File: config.mk
export PLATFORM = sky130hd
export DESIGN_NAME = fetch_pc_unit
export DESIGN_NICKNAME = d
export VERILOG_FILES = /design/src/rtl/fetch_pc_unit.sv
export SDC_FILE = /design/constraint.sdc
export NUM_CORES = 1
export LEC_CHECK = 0
export ABC_AREA = 1
export BUFFER_PORTS_ARGS = -buffer_cell sky130_fd_sc_hd__buf_2
export CELL_PAD_IN_SITES_DETAIL_PLACEMENT = 0
export CELL_PAD_IN_SITES_GLOBAL_PLACEMENT = 1
export CORE_ASPECT_RATIO = 2
export CORE_MARGIN = 2
export CORE_UTILIZATION = 35
export CTS_CLUSTER_DIAMETER = 80
export DETAILED_ROUTE_END_ITERATION = 12
export GPL_TIMING_DRIVEN = 0
export PLACE_DENSITY_LB_ADDON = 0.1
export SLEW_MARGIN = 20
export SYNTH_ARGS = -nofsm -noshare
export SYNTH_HDL_FRONTEND = slang
export SYNTH_SLANG_ARGS = --single-unit
File: constraint.sdc
create_clock -name clk -period 2.35 [get_ports clk]
set_clock_uncertainty 0.2 [all_clocks]
set_input_delay 0.1175 -clock clk [delete_from_list [all_inputs] [get_ports clk]]
set_output_delay 0.1175 -clock clk [all_outputs]
set_load 0.01 [all_outputs]
File: src/rtl/fetch_pc_unit.sv
// Fetch-stage program counter with stall, decode handshake, pending redirect and IDLE/RUN/HALT control.
// Optional bound checking (sticky fault on PC_LIMIT overrun or wrap) is enabled with `define FETCH_BOUND_EN.
module fetch_pc_unit #(
    parameter int unsigned   N         = 32,
    parameter int unsigned   INC       = 4,
    parameter logic [N-1:0]  RESET_VEC = '0,
    parameter logic [N-1:0]  PC_LIMIT  = '1
) (
    input  logic         clk,
    input  logic         rst,
    input  logic         start,
    input  logic         halt_req,
    input  logic         stall,
    input  logic         branch_taken,
    input  logic [N-1:0] branch_target,
    input  logic         out_ready,
    output logic [N-1:0] pc,
    output logic         out_valid,
    output logic [N-1:0] pc_next,
    output logic         running,
    output logic         fault
);
    typedef enum logic [1:0] {
        IDLE = 2'd0,
        RUN  = 2'd1,
        HALT = 2'd2
    } state_t;

    localparam logic [N-1:0] ALIGN_MASK = ~N'(INC - 1);

    // Elaboration-time sanity check of the configuration.
    if (INC == 0 || (INC & (INC - 1)) != 0 || RESET_VEC > PC_LIMIT) begin : g_param_check
        $error("fetch_pc_unit: INC must be a power of two and RESET_VEC must not exceed PC_LIMIT");
    end

    state_t       state, state_d;
    logic [N-1:0] pc_d;
    logic         pend_valid, pend_valid_d;
    logic [N-1:0] pend_target, pend_target_d;
    logic         running_d;
    logic         fault_d;
    logic         adv;
    logic         bound_hit;
    logic [N-1:0] target_aligned;
    logic [N-1:0] pc_inc;

    assign out_valid      = running;
    assign adv            = running & out_ready & ~stall;
    assign target_aligned = branch_target & ALIGN_MASK;
    assign pc_inc         = pc + N'(INC);

    // Next-PC preview: fresh redirect, then pending redirect, then sequential.
    always_comb begin
        pc_next = pc_inc;
        if (branch_taken) begin
            pc_next = target_aligned;
        end else if (pend_valid) begin
            pc_next = pend_target;
        end
    end

    // Next-state, PC, pending buffer and fault logic.
    always_comb begin
        state_d       = state;
        pc_d          = pc;
        pend_valid_d  = pend_valid;
        pend_target_d = pend_target;
        fault_d       = fault;
        bound_hit     = 1'b0;
`ifdef FETCH_BOUND_EN
        bound_hit = adv & ((pc_next > PC_LIMIT) |
                           (~branch_taken & ~pend_valid & (pc_inc < pc)));
`endif
        if (adv) begin
            pend_valid_d = 1'b0;
            if (bound_hit) begin
                fault_d = 1'b1;
            end else begin
                pc_d = pc_next;
            end
        end else if (branch_taken && state != IDLE) begin
            pend_valid_d  = 1'b1;
            pend_target_d = target_aligned;
        end

        unique case (state)
            IDLE:    if (start) state_d = RUN;
            RUN:     if (halt_req || bound_hit) state_d = HALT;
            HALT:    if (start && !fault) state_d = RUN;
            default: state_d = IDLE;
        endcase
        running_d = (state_d == RUN);
    end

    always_ff @(posedge clk) begin
        if (rst) begin
            state       <= IDLE;
            pc          <= RESET_VEC;
            pend_valid  <= 1'b0;
            pend_target <= '0;
            running     <= 1'b0;
            fault       <= 1'b0;
        end else begin
            state       <= state_d;
            pc          <= pc_d;
            pend_valid  <= pend_valid_d;
            pend_target <= pend_target_d;
            running     <= running_d;
            fault       <= fault_d;
        end
    end
endmodule

# == Word level (Yosys, flattened, before mapping) ==
# Cells that the tools add are included.
# Widths: inputs -> output; s select.
# op_classes
n_bitwise,4
addsub,1
n_reduce_logical,6
eq_ne,3
n_mux,5
# op_table
operator,n
$mux 32,2
$add 32x3->32 const B,1
$eq 2x1->1 const B,2
$mux 2,2
$pmux 2 s2,1
$reduce_or 2->1,2
$and 1x1->1,2
$eq 2x2->1 const B,1
$logic_not 2->1,1
$not 1->1,2
$reduce_and 2->1,1
$reduce_bool 2->1,1
$logic_and 1x1->1,1
# word_totals
word_cells,24
inputBits,39
reg_bits,66

# == Depth between registers and ports, before layout ==
# Gate-level depths: netlist of the first run.
# depth
ltp_word,4
ltp_mapped,12
mapped_depth_nobuf,12

# == Worst setup path after synthesis of the first run ==
# No wires, ideal clock.
# synth_timing
kind,reg2out
start,register pc[2]
end,output port pc_next[18]
slack_ns,0.540
path_stages_with_launch,9
arrival_time_ns,1.492
path_cell_list,dfxtp_1 > ha_1 > nand2_1 > nor2_4 > nand2_2 > nor2_4 > xor2_1 > nand2_1 > a21boi_1
# synth_between
elab_chain_len,3
# synth_lines
element,line_no,text
from (decl),17,"output logic [N-1:0] pc,"
from (signal assigned),105,pc <= pc_d;
$add 32x3->32,50,assign pc_inc = pc + N'(INC);
$mux 32,57,end else if (pend_valid) begin
$mux 32,55,if (branch_taken) begin
to (decl),19,"output logic [N-1:0] pc_next,"
# Every way passes these cells.

# == Worst setup path after layout of the first run ==
# layout_timing
start,register pc[3]
end,output port pc_next[17]
# Same word-level chain as after synthesis.

==> impl_metrics.yaml, run 1 <==
sta:
  drv_slew: 0
  final.period_utilization: 0.9841
  fin_hold_ws_ps: 42.54
  max_freq_ghz: 0.4324
  setup_viol: 0
  slew_headroom: 0.6157
  finalHoldViolations: 0
  grt_setup_unrepaired: "yes"
  worst_pin_slew_ps: 575.9
  fin_tns_setup_ps: 0
  min_period_ps: 2313
synthesis:
  yosysMostFrequentCell: "nand2_1"
  yosysWarnings: 0
  ys.flop_type: "dfxtp_1"
  ys_seq_area_frac: 0.3499
  synth-async-reset-ratio: 0
  netlist_instances: 619
  synth.largest_area_cell: "dfxtp_1"
  synth_edf_count: 0
  synth_area_mm2: 0.003776
  syn_nets: 659
  synth.avg_cell_area_um2: 6.100
  synth_top_area_share: 0.3499
  ys_top_cells_by_area: "dfxtp_1 35%, nand2_1 25%, nor2_1 7.1%"
  synth_common_cells: "250 x nand2_1, 71 x nor2_1, 66 x dfxtp_1"
  synth_seq_cells: 66
  yosysUniqueCellTypes: 30
global_route:
  grt_max_degree: 11
  grt_usage: 0.2425
  grt_overflow: 0
  grt_pass1_wl_um: 21540
  antenna_found_initial: 0
  grt_pass1_vias: 4279
critical_path:
  worstPathMaxFanout: 5
  cp.arrival_ps: 2000
  r2r_cells: 14
  critPathKind: "flip-flop to output pin"
  critical_path.startpoint_type: "flip-flop"
  required_ps: 2030
  startpoint: "pc[3]"
  reg2reg_from: "pc[3]"
  r2r-end: "pc[26]"
  rrSetupSlack_ps: 180
  crit_path_end_kind: "output pin"
floorplan:
  start_util: 0.3581
  die_x_um: 77.45
  rows: 53
  die_y_um: 150.9
  core-area_mm2: 0.01054
  die-area_mm2: 0.01169
  io_pins: 106
run:
  drv_cap: 0
clock_tree:
  numCtsBuffers: 9
  cts_tree: "yes"
  cts-htree-levels: 3
  clockBufferDepth: 2
  clockRootBuffer: "clkbuf_16"
  cts_sinks: 66
  path_clk_slew_ps: 50
  clk-insertion-delay-late_ps: 340
power_and_ir_drop:
  power_density_mw_per_mm2: 548.7
  peakVddDrop_v: 0.0004280
  p_leak_uw: 0.002588
  power_uw: 2941
drt:
  dr.pass1.iters: 4
  remaining_drc_errors: 0
  vias_per_cell: 4.857
  final_antenna_net_count: 0
  avgRoutedWirePerCell_um: 15.22
  vias: 4459
  drt_wl_total_um: 13970
  drt_iter0_drc: 167
worst_hold_path:
  holdPathEnd: "pc[1]"
  hp-class: "input port to flip-flop"
  hold_depth: 5
  holdCritStartpoint: "stall"
final_layout:
  stdcell_count: 918
  synthToLayoutAreaGrowth_pct: 41.95
  antennaDiodeCount: 0
  nets: 817
  drive_gt1_frac: 0.2650
  fin_area_mm2: 0.005360
placement:
  gp_congestion: 0.8430
  io_buffer_count: 100
  post_dp_cell_area_mm2: 0.004448
  place_inst: 856
  dp_hpwl_um: 10810
outcome:
  status: "complete, no violations"
[critical path, cell delays in order (launching register included)]
cell and delay, ps:
dfxtp_4 360, buf_4 110, nand2_2 50, nor2_4 230
nand2_4 120, nor2_4 210, xor2_1 200, nand2_1 100
a21boi_1 130, buf_2 140
[stage by stage]
| step | worst slack, ps | utilization |
|---|---|---|
| after floorplan | 540.2 | - |
| after global placement | 139.3 | 0.4219 |
| after detailed placement | 115.3 | 0.4219 |
| after CTS | -6.897 | 0.4874 |
| after global routing | -66.55 | 0.5084 |
| final | 37.43 | 0.5084 |
[metal layers]
layer / GRT usage / up-vias / share of wire
li1: - / 2264 / -
met1: 0.2367 / 2044 / 0.37
met2: 0.4804 / 121 / 0.55
met3: 0.03397 / 30 / 0.034
met4: 0.1277 / 0 / 0.041
met5: 0 / - / 0
[worst max-delay path by stage]
stage                        endpoint  slack, ps  depth (start not counted)
after detailed placement       pc[24]        120                         12
after CTS                 pc_next[18]         -7                          9
after global routing      pc_next[18]        -70                          9
after global placement         pc[24]        140                         12
after floorplan           pc_next[18]        540                          8
final                     pc_next[17]         40                          9
[registers in the layout, indices dropped and copies added (netlist names)]
name         count
pend_target     30
pend_valid       1
pc              32
state            2
out_valid        1
[repair_timing]
item | CTS | global route
hold buffers | 33 | 0
pin swaps | 7 | 22
setup endpoints to repair | 11 | 19
setup buffers | 4 | 10
endpoints found under the hold margin | 52 | 0
resized for setup | 19 | 47
[power breakdown]
part | internal (µW) | switching, µW
combinational | 218 | 319
sequential | 1170 | 39.2
clock | 705 | 489
total | 2090 | 847
[cell families (layout without fill, tap and decap cells)]
family / Yosys count / count (layout) / share of synthesized area
other: 1 / 1 / 0.0009931
buffers and inverters: 78 / 240 / 0.08284
and+or+nand+nor: 380 / 380 / 0.4095
DFF: 66 / 66 / 0.3499
AOI/OAI and AO/OA: 81 / 81 / 0.1256
adders and majority gates: 1 / 1 / 0.003313
xor gates and xnor gates: 12 / 12 / 0.02783
[layout make-up]
type                       count  area, µm²
timing repair buffer         147      964.7
clock buffer                  12      236.5
clock inverter                 3      17.52
tap                          137      171.4
multi-input combinational    475       2313
inverter                      49      183.9
buffer                        29      128.9
fill                        1156       5184
sequential                    66       1344
[cell usage in the layout, fill, tap and decap left out, types with 3 or more instances in the layout]
| cell | n |
|---|---|
| o21a_1 | 4 |
| o21ai_0 | 10 |
| a21boi_0 | 3 |
| a21oi_1 | 40 |
| nand2_4 | 5 |
| dfxtp_1 | 50 |
| xnor2_1 | 4 |
| nor2_4 | 9 |
| nor2_2 | 11 |
| nand2_2 | 12 |
| a211oi_1 | 10 |
| a21boi_1 | 3 |
| buf_1 | 3 |
| inv_1 | 46 |
| nor2_1 | 65 |
| buf_2 | 106 |
| xor2_1 | 7 |
| dlygate4sd3_1 | 33 |
| clkbuf_16 | 9 |
| clkbuf_1 | 17 |
| buf_6 | 5 |
| buf_4 | 15 |
| dfxtp_2 | 15 |
| nand2_1 | 236 |
| nand3_1 | 26 |
| nand3_2 | 9 |
| nor3_1 | 7 |
No activity file was read; power rests on OpenSTA's default activity.
==> run 2, diff against run 1 <==
Settings changed: CORE_UTILIZATION 35 to 32.
Clock period 2.35 ns to 2.05 ns, I/O delays scaled along.
==> run 2 against run 1 <==
The flow now finishes with violations (setup timing). Routed wire length up 3.0%. Worst hold slack better by 7.2 ps. Flip-flop and latch count unchanged. Critical endpoint is now pc_next[18].
==> impl_metrics.yaml, run 2 (synthesis results as in run 1) <==
outcome:
  status: "complete, but fails checks"
  violations: "setup timing"
critical_path:
  cp.arrival_ps: 2010
  worstPathMaxFanout: 4
  required_ps: 1750
  critPathKind: "flip-flop to output pin"
  critical_path.startpoint_type: "flip-flop"
  crit_path_end_kind: "output pin"
sta:
  worst_pin_slew_ps: 637.2
  setup_slack_ps: -260.2
  grt_setup_unrepaired: "yes"
  finalHoldViolations: 0
  setup_viol: 27
  drv_slew: 0
  slew_headroom: 0.5752
  fin_hold_ws_ps: 49.74
  max_freq_ghz: 0.4329
  final.period_utilization: 1.127
  min_period_ps: 2310
drt:
  drt_iter0_drc: 132
  avgRoutedWirePerCell_um: 15.37
  vias_per_cell: 4.740
  dr.pass1.iters: 4
  vias: 4441
  drt_wl_total_um: 14400
  final_antenna_net_count: 0
  remaining_drc_errors: 0
placement:
  dp_hpwl_um: 11260
  gp_congestion: 0.8067
  post_dp_cell_area_mm2: 0.004458
  io_buffer_count: 100
power_and_ir_drop:
  power_density_mw_per_mm2: 660.3
  p_leak_uw: 0.002737
  peakVddDrop_v: 0.0004190
global_route:
  grt_pass1_wl_um: 22020
  grt_pass1_vias: 4397
  antenna_found_initial: 0
  grt_usage: 0.2333
  grt_overflow: 0
  grt_max_degree: 12
final_layout:
  final_common_cell: "nand2_1"
  antennaDiodeCount: 0
  largest_register_ffs: 32
  synthToLayoutAreaGrowth_pct: 50.50
  reg_top3: "pc (32), pend_target (30), state (2)"
  final_cell_mix: "223 x nand2_1, 104 x buf_2, 62 x nor2_1"
  finalCoreUtilization: 0.4886
  fillers: 1294
  nets: 827
  drive_gt1_frac: 0.3220
  fin_area_mm2: 0.005683
  regMostFlops: "pc"
worst_hold_path:
  hp-class: "input port to flip-flop"
floorplan:
  io_pins: 106
  die-area_mm2: 0.01274
  rows: 56
  die_x_um: 80.81
  start_util: 0.3247
  die_y_um: 157.6
  core-area_mm2: 0.01163
clock_tree:
  path_clk_slew_ps: 60
  cts_sinks: 66
  clk-insertion-delay-late_ps: 340
  clockBufferDepth: 2
  cts-htree-levels: 3
  clockRootBuffer: "clkbuf_16"
  cts_tree: "yes"
  numCtsBuffers: 9
run:
  drv_cap: 0
run 2: cell types whose count changed in the layout (fill, tap and decap cells not counted), moves of 4 or more:
cell / previous run / this run
o21ai_2: 0 / 4
nand3_1: 26 / 21
dfxtp_2: 15 / 21
o21ai_0: 10 / 5
nand2_1: 236 / 223
dfxtp_1: 50 / 45
nand3_2: 9 / 13
nand2_2: 12 / 23
buf_4: 15 / 23
run 2: what timing repair did:
action                                  in CTS  in global routing
setup buffers                               16                 11
endpoints found under the setup margin      35                 40
pin swaps                                   24                 25
hold buffers                                33                  0
gates cloned                                 0                  0
hold endpoints to repair                    56                  0
resized for setup                           58                 59
run 2: layout make-up:
cell class / count / area (µm²) / share of cell area
Buffer: 29 / 132.6 / 0.02334
Multi-Input combinational cell: 475 / 2440 / 0.4293
Inverter: 49 / 185.2 / 0.03258
Timing Repair Buffer: 157 / 1066 / 0.1876
Clock inverter: 4 / 73.82 / 0.01299
Sequential cell: 66 / 1348 / 0.2371
Tap cell: 145 / 181.4 / 0.03192
Clock buffer: 12 / 256.5 / 0.04513
run 2: critical path, stage by stage (launching register included):
cell      delay (ps)
dfxtp_1          430
inv_2             90
nor2_4           230
nand2_4          110
nor2_4           170
buf_6            120
xor2_1           150
nand2_1           90
a21boi_2         140
buf_2            140
run 2: power breakdown:
group	total (µW)	leakage, µW	internal [µW]	switching (µW)
combinational	651	0.00203	270	381
sequential	1390	0.000547	1340	44.9
clock	1710	0.000163	1130	582
run 2: routing by layer:
layer  track usage  routed length (µm)  vias to the layer above  part of all wire
met3       0.03421                 517                       24             0.036
met5             0                   0                        -                 0
li1              -                   -                     2275                 -
met1        0.2279                5223                     2035              0.36
met4        0.1170                 526                        0             0.037
met2        0.4545                8131                      107              0.56
run 2: worst paths after layout:
path | from | to | slack [ps] | cells after the start
max reg2reg | pc[5] | pc[24] | -10 | 13
min | stall | pc[0] | 50 | 5
min reg2reg | pend_target[7] | pend_target[7] | 260 | 2
max | pc[5] | pc_next[18] | -260 | 9
run 2: through the flow:
step	power (µW)	TNS, ps	std cells	worst slack [ps]
finish	3753	-4270	937	-260.2
global route	3907	-7075	937	-353.0
CTS	3760	-5430	929	-321.1
detailed placement	1950	-864.8	864	-179.3
global placement	1945	-818.7	864	-181.7
floorplan	1715	0	619	255.2
